--- config.mk ---
export PLATFORM = sky130hd
export DESIGN_NAME = dense_layer_seq
export DESIGN_NICKNAME = d
export VERILOG_FILES = /design/src/rtl/dense_layer_seq.sv
export SDC_FILE = /design/constraint.sdc
export NUM_CORES = 2
export LEC_CHECK = 0
export CORE_MARGIN = 10
export CORE_UTILIZATION = 60
export DETAILED_ROUTE_END_ITERATION = 8
export GPL_TIMING_DRIVEN = 0
export PLACE_DENSITY = 0.84
export SKIP_CTS_REPAIR_TIMING = 1
export SYNTH_ARGS = -nofsm -noshare
export SYNTH_HDL_FRONTEND = slang
export SYNTH_SLANG_ARGS = --single-unit
--- constraint.sdc ---
create_clock -name clk -period 29.6 [get_ports clk]
set_input_delay 5.92 -clock clk [delete_from_list [all_inputs] [get_ports clk]]
set_output_delay 5.92 -clock clk [all_outputs]
set_load 0.05 [all_outputs]
--- src/rtl/dense_layer_seq.sv ---
// Time-multiplexed fully-connected layer y = act(W^T*x + b) in signed fixed point.
// N_OUT parallel MAC lanes consume one input element per cycle; result is saturated to BITSIZE.
module dense_layer_seq #(
   parameter int unsigned BITSIZE = 16,
   parameter int unsigned FRAC    = 8,
   parameter int unsigned N_IN    = 6,
   parameter int unsigned N_OUT   = 2,
   parameter int unsigned GUARD   = 4
) (
   input  logic                            clk,
   input  logic                            reset,
   input  logic                            start,
   input  logic                            relu_en,
   input  logic [BITSIZE*N_IN-1:0]         x,
   input  logic [BITSIZE*N_IN*N_OUT-1:0]   w,
   input  logic [BITSIZE*N_OUT-1:0]        b,
   output logic                            busy,
   output logic                            done,
   output logic [BITSIZE*N_OUT-1:0]        y
);

   localparam int unsigned ACC_W  = BITSIZE + GUARD;
   localparam int unsigned PROD_W = 2 * BITSIZE;
   localparam int unsigned CNT_W  = (N_IN > 1) ? $clog2(N_IN) : 1;

   localparam logic signed [ACC_W-1:0] SAT_MAX = {{(GUARD+1){1'b0}}, {(BITSIZE-1){1'b1}}};
   localparam logic signed [ACC_W-1:0] SAT_MIN = {{(GUARD+1){1'b1}}, {(BITSIZE-1){1'b0}}};

   typedef enum logic [1:0] {
      S_IDLE = 2'd0,
      S_MAC  = 2'd1,
      S_FIN  = 2'd2
   } state_e;

   state_e                      state_q, state_d;
   logic [CNT_W-1:0]            cnt_q, cnt_d;
   logic                        relu_q, relu_d;
   logic signed [BITSIZE-1:0]   x_q [N_IN];
   logic signed [BITSIZE-1:0]   x_d [N_IN];
   logic signed [BITSIZE-1:0]   w_q [N_IN][N_OUT];
   logic signed [BITSIZE-1:0]   w_d [N_IN][N_OUT];
   logic signed [ACC_W-1:0]     acc_q [N_OUT];
   logic signed [ACC_W-1:0]     acc_d [N_OUT];
   logic [BITSIZE*N_OUT-1:0]    y_q, y_d;
   logic                        done_q, done_d;
   logic                        busy_q, busy_d;

   logic signed [PROD_W-1:0]    prod_c [N_OUT];
   logic signed [ACC_W-1:0]     term_c [N_OUT];

   // Optional ReLU followed by clamping into the BITSIZE two's-complement range.
   function automatic logic [BITSIZE-1:0] sat_fn(input logic signed [ACC_W-1:0] a,
                                                 input logic                    relu);
      logic signed [ACC_W-1:0] r;
      r = (relu && a[ACC_W-1]) ? '0 : a;
      if (r > SAT_MAX)
         sat_fn = BITSIZE'(SAT_MAX);
      else if (r < SAT_MIN)
         sat_fn = BITSIZE'(SAT_MIN);
      else
         sat_fn = BITSIZE'(r);
   endfunction

   // Per-lane scaled product for the current input element; floor shift, wraps into ACC_W.
   always_comb begin
      for (int o = 0; o < N_OUT; o++) begin
         prod_c[o] = PROD_W'(x_q[cnt_q]) * PROD_W'(w_q[cnt_q][o]);
         term_c[o] = ACC_W'(prod_c[o] >>> FRAC);
      end
   end

   always_comb begin
      state_d = state_q;
      cnt_d   = cnt_q;
      relu_d  = relu_q;
      x_d     = x_q;
      w_d     = w_q;
      acc_d   = acc_q;
      y_d     = y_q;
      done_d  = 1'b0;

      case (state_q)
         S_IDLE: begin
            if (start) begin
               relu_d = relu_en;
               for (int i = 0; i < N_IN; i++) begin
                  x_d[i] = x[BITSIZE*i +: BITSIZE];
                  for (int o = 0; o < N_OUT; o++)
                     w_d[i][o] = w[BITSIZE*N_OUT*i + BITSIZE*o +: BITSIZE];
               end
               for (int o = 0; o < N_OUT; o++)
                  acc_d[o] = ACC_W'($signed(b[BITSIZE*o +: BITSIZE]));
               cnt_d   = '0;
               state_d = S_MAC;
            end
         end
         S_MAC: begin
            for (int o = 0; o < N_OUT; o++)
               acc_d[o] = acc_q[o] + term_c[o];
            if (cnt_q == CNT_W'(N_IN - 1))
               state_d = S_FIN;
            else
               cnt_d = cnt_q + CNT_W'(1);
         end
         S_FIN: begin
            for (int o = 0; o < N_OUT; o++)
               y_d[BITSIZE*o +: BITSIZE] = sat_fn(acc_q[o], relu_q);
            done_d  = 1'b1;
            state_d = S_IDLE;
         end
         default: state_d = S_IDLE;
      endcase

      busy_d = (state_d != S_IDLE);
   end

   always_ff @(posedge clk or negedge reset) begin
      if (!reset) begin
         state_q <= S_IDLE;
         cnt_q   <= '0;
         relu_q  <= 1'b0;
         for (int i = 0; i < N_IN; i++) begin
            x_q[i] <= '0;
            for (int o = 0; o < N_OUT; o++)
               w_q[i][o] <= '0;
         end
         for (int o = 0; o < N_OUT; o++)
            acc_q[o] <= '0;
         y_q     <= '0;
         done_q  <= 1'b0;
         busy_q  <= 1'b0;
      end else begin
         state_q <= state_d;
         cnt_q   <= cnt_d;
         relu_q  <= relu_d;
         x_q     <= x_d;
         w_q     <= w_d;
         acc_q   <= acc_d;
         y_q     <= y_d;
         done_q  <= done_d;
         busy_q  <= busy_d;
      end
   end

   assign y    = y_q;
   assign done = done_q;
   assign busy = busy_q;

endmodule

* Word level (Yosys, flattened, before mapping)
Index checks and enable logic that the tools add are counted.
** Operators by class
- Order comparisons :: 5
- Multipliers :: 2
- Equal/unequal tests :: 5
- Add/sub/neg operators :: 3
- Bitwise logic cells :: 1
- Reductions and logical operators :: 8
- Mux-type cells :: 21
** Operators by type and width (number)
- binary-select mux 32 bit (select 3 bit) :: 1
- two-way mux 16 bit :: 6
- case mux 40 bit (2 select lines) :: 1
- two-way mux 32 bit :: 2
- multiplier 16 x 16 -> 28 bit :: 2
- binary-select mux 16 bit (select 3 bit) :: 1
- adder 20 bit :: 2
- greater-than comparator 20 x 16 -> 1 bit (second input constant) :: 2
- less-than comparator 20 x 16 -> 1 bit (second input constant) :: 2
- two-way mux 20 bit :: 2
- two-way mux 40 bit :: 1
- two-way mux 3 bit :: 2
- case mux 3 bit (2 select lines) :: 1
- >= comparator 4 bit (second input constant) :: 1
- two-way mux 2 bit :: 2
- inequality test 2 bit (second input constant) :: 2
- inverter 3 -> 4 bit :: 1
- case mux 2 bit (2 select lines) :: 1
- AND reduction 2 bit :: 2
- nonzero test 2 bit :: 2
- adder 3 x 1 -> 3 bit (second input constant) :: 1
- equality test 3 bit (second input constant) :: 1
- AND reduction 3 bit :: 1
- equality test 2 x 1 -> 1 bit (second input constant) :: 1
- other kinds (4) :: 5
** Storage, ports and cells
- Output and inout bits :: 34
- Flip-flop bits (word level) :: 368
- Word-level logic and storage cells :: 71

* Longest topological paths before layout
- Depth in word-level cells :: 7
- Depth in mapped cells :: 48

* Least setup slack after synthesis
OpenSTA, ideal clock, no wires.
- Path kind :: register to register
- Start point :: register cnt_q[0]
- End point :: register acc_q[19] in the netlist's numbering
- Period minus slack after synthesis :: 9423 ps
- Setup slack :: 20177 ps
- Required time :: 29473 ps
- Cell stages (with the launch flop) :: 44
- Setup time :: 127 ps
- Arrival time :: 9296 ps
- Path through :: dfrtp_1 -> buf_6 -> buf_12 -> buf_12 -> buf_12 -> buf_4 -> buf_4 -> mux4_2 -> a21oi_1 -> clkbuf_1 -> nor2_1 -> fa_1 -> inv_1 -> fa_1 -> fa_1 -> inv_1 -> fa_1 -> fa_1 -> (+8 left out) -> o211ai_2 -> a31oi_1 -> nor2b_1 -> nor2_1 -> nor2b_1 -> nor2_1 -> xnor2_1 -> ha_1 -> nand3_1 -> o22ai_1 -> nor2_1 -> o21ai_0 -> a2111oi_0 -> or3_1 -> o21ai_1 -> xnor2_1 -> xnor2_1 -> o21ai_1
** Between the ends
- Cells in the longest elaborated chain, start to end :: 7
- Elaborated cells between the ends (all ways) :: 10
- Classes of those cells :: add/sub (1); mul (1); mux (7); bitwise (1)
** RTL lines
- start: declaration :: RTL line 36 : logic [CNT_W-1:0] cnt_q, cnt_d;
- start signal: assignment :: RTL line 134 : cnt_q <= cnt_d;
- inverter 3 -> 4 bit (not written as such) * :: RTL line 67 : prod_c[o] = PROD_W'(x_q[cnt_q]) * PROD_W'(w_q[cnt_q][o]);
- binary-select mux 16 bit (select 3 bit) / binary-select mux 32 bit (select 3 bit) (equally long branches) :: RTL line 67
- two-way mux 16 bit (not written as such) / two-way mux 32 bit (equally long branches) (2 in series) :: RTL line 67
- multiplier 16 x 16 -> 28 bit * :: RTL line 67
- adder 20 bit * :: RTL line 99 : acc_d[o] = acc_q[o] + term_c[o];
- case mux 40 bit (2 select lines) * :: RTL line 82 : case (state_q)
- end signal: indexed assignment :: RTL line 128 : acc_q[o] <= '0;
- end signal: assignment :: RTL line 138 : acc_q <= acc_d;
- end: declaration :: RTL line 42 : logic signed [ACC_W-1:0] acc_q [N_OUT];
Mark *: on every way between the ends. The rest lies on a longest branch, timed or not. The select of a mux whose other input is x is not followed.
A chain may end at the register's enable or synchronous reset.

* Worst setup path after layout
- Start point :: register cnt_q[1]
- End point :: register acc_q[39] in the netlist's numbering
** Between the ends
- Cells in the longest elaborated chain, start to end :: 7
- Elaborated cells between the ends (all ways) :: 10
- Classes of those cells :: add/sub (1); mul (1); mux (7); bitwise (1)
** RTL lines (RTL line)
- inverter 3 -> 4 bit (not written as such) * :: 67
- binary-select mux 16 bit (select 3 bit) / binary-select mux 32 bit (select 3 bit) (equally long branches) :: 67
- two-way mux 16 bit (not written as such) / two-way mux 32 bit (equally long branches) (2 in series)
- multiplier 16 x 16 -> 28 bit * :: 67
- adder 20 bit * :: 99
- case mux 40 bit (2 select lines) * :: 82
Marks and branches as above.

==> flow_metrics.py <==
metrics = {
    "outcome": {
        "outcome": "completed",
    },
    "clocking": {
        "ctsLongestPathBuffers": 3,
        "clock-sinks": 368,
        "htreeDepth": 2,
        "cts_root_buf": "clkbuf_16",
        "clk_latency_ns": 0.58,
        "cts_buffers": 41,
        "cts_tree": "built",
        "clk_pin_slew_worst_paths_ns": 0.06,
    },
    "drt": {
        "ant_nets": 0,
        "via_per_inst": 5.768,
        "drtIter0Drc": 2838,
        "wl_per_cell_um": 22.59,
        "routed_wl_um": 118200,
        "routed-via-count": 30185,
        "dr.pass1.iters": 6,
        "drcViolationCount": 0,
    },
    "floorplanning": {
        "die-area_mm2": 0.06899,
        "boundaryPins": 358,
        "die_height_um": 262.7,
        "fp-row-count": 88,
        "die-width_um": 262.7,
        "core_area_mm2": 0.05803,
        "initial_core_util_pct": 60.89,
    },
    "logic_synthesis": {
        "synth_edf_count": 0,
        "syn_avg_cell_area_um2": 8.769,
        "synth_area_leaders": "dfrtp_1 (26%), fa_1 (26%), nand2_1 (12%)",
        "yosys_warnings": 0,
        "synth_area_leader_cell": "dfrtp_1",
        "synth_area_mm2": 0.03533,
        "netlist_instances": 4029,
        "synth_top_area_share_pct": 26.07,
        "synth.distinct_cells": 78,
        "seq_area_frac_synth_pct": 26.07,
        "postSynthNetCount": 5002,
        "synth-seq-cells": 368,
        "synthFlopType": "dfrtp_1",
        "async_flop_share_pct": 100.0,
    },
    "final_layout": {
        "drive_gt1_share_pct": 4.170,
        "fin_nets": 5404,
        "area_growth_pct": 17.12,
        "fillers": 4515,
    },
    "global_routing": {
        "track_usage_pct": 33.81,
        "grt_util_met3_pct": 9.060,
        "grt_max_degree": 119,
        "met2_usage_pct": 53.81,
        "grt_pass1_vias": 31904,
        "overflow": 0,
        "busiest_layer": "met2",
        "grt_use_met1_pct": 40.59,
        "antenna_found_initial": 11,
        "grt_first_pass_wirelength_um": 180700,
    },
    "timing": {
        "hold_viol_final": 0,
        "drv_slew": 0,
        "slew_headroom_pct": 6.120,
        "rsz0062_at_grt": "no",
        "finalSetupViolations": 0,
        "final.setup.tns_ns": 0,
        "finalCriticalPeriod_ns": 11.83,
        "clock_skew_ns": 0.02243,
        "worst_pin_slew_ns": 1.408,
        "period_share_pct": 39.96,
        "fmax_ghz": 0.08454,
    },
    "critical_path": {
        "crit_path_start_kind": "flip-flop",
        "required_ns": 30.04,
        "cp_slowest_stage_delay_ns": 0.92,
        "path_class": "reg -> reg",
        "slowest_stage": "o22ai_1",
        "cp-end-kind": "flip-flop",
        "crit_path_max_fanout": 10,
        "cp.arrival_ns": 12.27,
    },
    "run": {
        "drv_cap": 0,
    },
    "worst_hold_path": {
        "min_path_type": "reg -> reg",
    },
    "placed_design": {
        "globalplace.congestion": 1.011,
        "dp_hpwl_um": 96140,
        "numPortBuffers": 356,
    },
}
[metrics by stage]
| step | std cells | hold slack, ns | instance area [µm²] | utilization, % | worst slack (ns) |
|---|---|---|---|---|---|
| 2_1_floorplan | 4029 | 0.4373 | 35330 | - | 20.18 |
| 3_3_place_gp | 5150 | 0.4530 | 39850 | 68.68 | 6.665 |
| 3_5_place_dp | 5153 | 0.4571 | 39940 | 68.84 | 18.18 |
| 4_1_cts | 5225 | 0.4714 | 41360 | 71.27 | 18.15 |
| 5_1_grt | 5231 | 0.4868 | 41370 | 71.30 | 17.34 |
| 6_report | 5233 | 0.4729 | 41380 | 71.31 | 17.77 |
[sequential cells by signal, indices dropped and copies added (netlist names)]
register and cells:
cnt_q 3, w_q 192, state_q 2, busy 1, x_q 96, y 32
relu_q 1, acc_q 40, done 1
[cell usage after synthesis, types with 25 or more instances]
library cell	instances
xnor2_1	77
fa_1	458
dfrtp_1	368
and2_1	32
nand2_1	1144
ha_1	191
mux2i_1	103
a21o_1	26
nand2b_1	25
a21oi_1	123
clkbuf_1	139
nor2_1	354
o22ai_1	27
mux2_2	25
inv_1	562
o22a_1	25
o21ai_0	63
xor2_1	28
[routing by layer]
layer  share of wire (%)  vias up
li1                    -    13219
met2                  46     1835
met4                 7.1       10
met3                  11      436
met5               0.050        -
met1                  36    14685
[critical path, delay by kind of cell (launching register included)]
| family | cells | cell delay [ns] |
|---|---|---|
| AO/OA/AOI/OAI | 15 | 4.44 |
| adder cells (fa/ha/maj) | 8 | 3.13 |
| buffers and inverters | 8 | 2.42 |
| AND/OR/NAND/NOR | 4 | 0.61 |
| flip-flops | 1 | 0.54 |
| XOR/XNOR | 2 | 0.50 |
[area by class of cell]
cell class	count	area, µm²	share of cell area (%)
sequential	368	9209	22.26
tap	765	957.2	2.313
clock inverter	15	257.7	0.6229
clock buffer	57	1157	2.797
timing repair buffer	359	3651	8.824
buffer	181	804.5	1.944
multi-input combinational	2916	23200	56.08
inverter	564	2117	5.116
antenna	8	20.02	0.04838
[path summary, 6_finish.rpt]
check,to,start,slack [ns],cells after the start
worst max-delay path,acc_q[39]$_DFFE_PN0P_,cnt_q[1]$_DFFE_PN0P_,17.77,37
worst max register to register,acc_q[39]$_DFFE_PN0P_,cnt_q[1]$_DFFE_PN0P_,17.77,37
max in group asynchronous,w_q[159]$_DFFE_PN0P_,reset,22.47,4
worst min-delay path,x_q[34]$_DFFE_PN0P_,x_q[34]$_DFFE_PN0P_,0.47,2
worst min register to register,x_q[34]$_DFFE_PN0P_,x_q[34]$_DFFE_PN0P_,0.47,2
min in group asynchronous,y[17]$_DFFE_PN0P_,reset,5.28,1
[cell usage in the layout (no fill, tap or decap), types with 25 or more instances in the layout]
cell	count
a21o_1	26
a21oi_1	122
and2_1	32
clkbuf_1	149
clkbuf_16	42
clkdlybuf4s50_1	355
dfrtp_1	368
fa_1	458
ha_1	191
inv_1	562
mux2_2	25
mux2i_1	103
nand2_1	1144
nand2b_1	25
nor2_1	354
o21ai_0	63
o22a_1	25
o22ai_1	27
xnor2_1	77
xor2_1	28
[logic make-up (layout without fill, tap and decap cells)]
logic type | count (synthesis) | in the layout | synth area share (%)
and+or+nand+nor | 1648 | 1648 | 18.59
other | 0 | 8 | 0
AOI/OAI and AO/OA | 364 | 364 | 6.630
xor gates and xnor gates | 105 | 105 | 2.603
buffers and inverters | 745 | 1176 | 8.269
DFF | 368 | 368 | 26.07
muxes | 150 | 150 | 5.128
adders and majority gates | 649 | 649 | 32.72
Power is not shown: default switching activity piles up to over one toggle a cycle in this logic, so the estimate is an artifact.
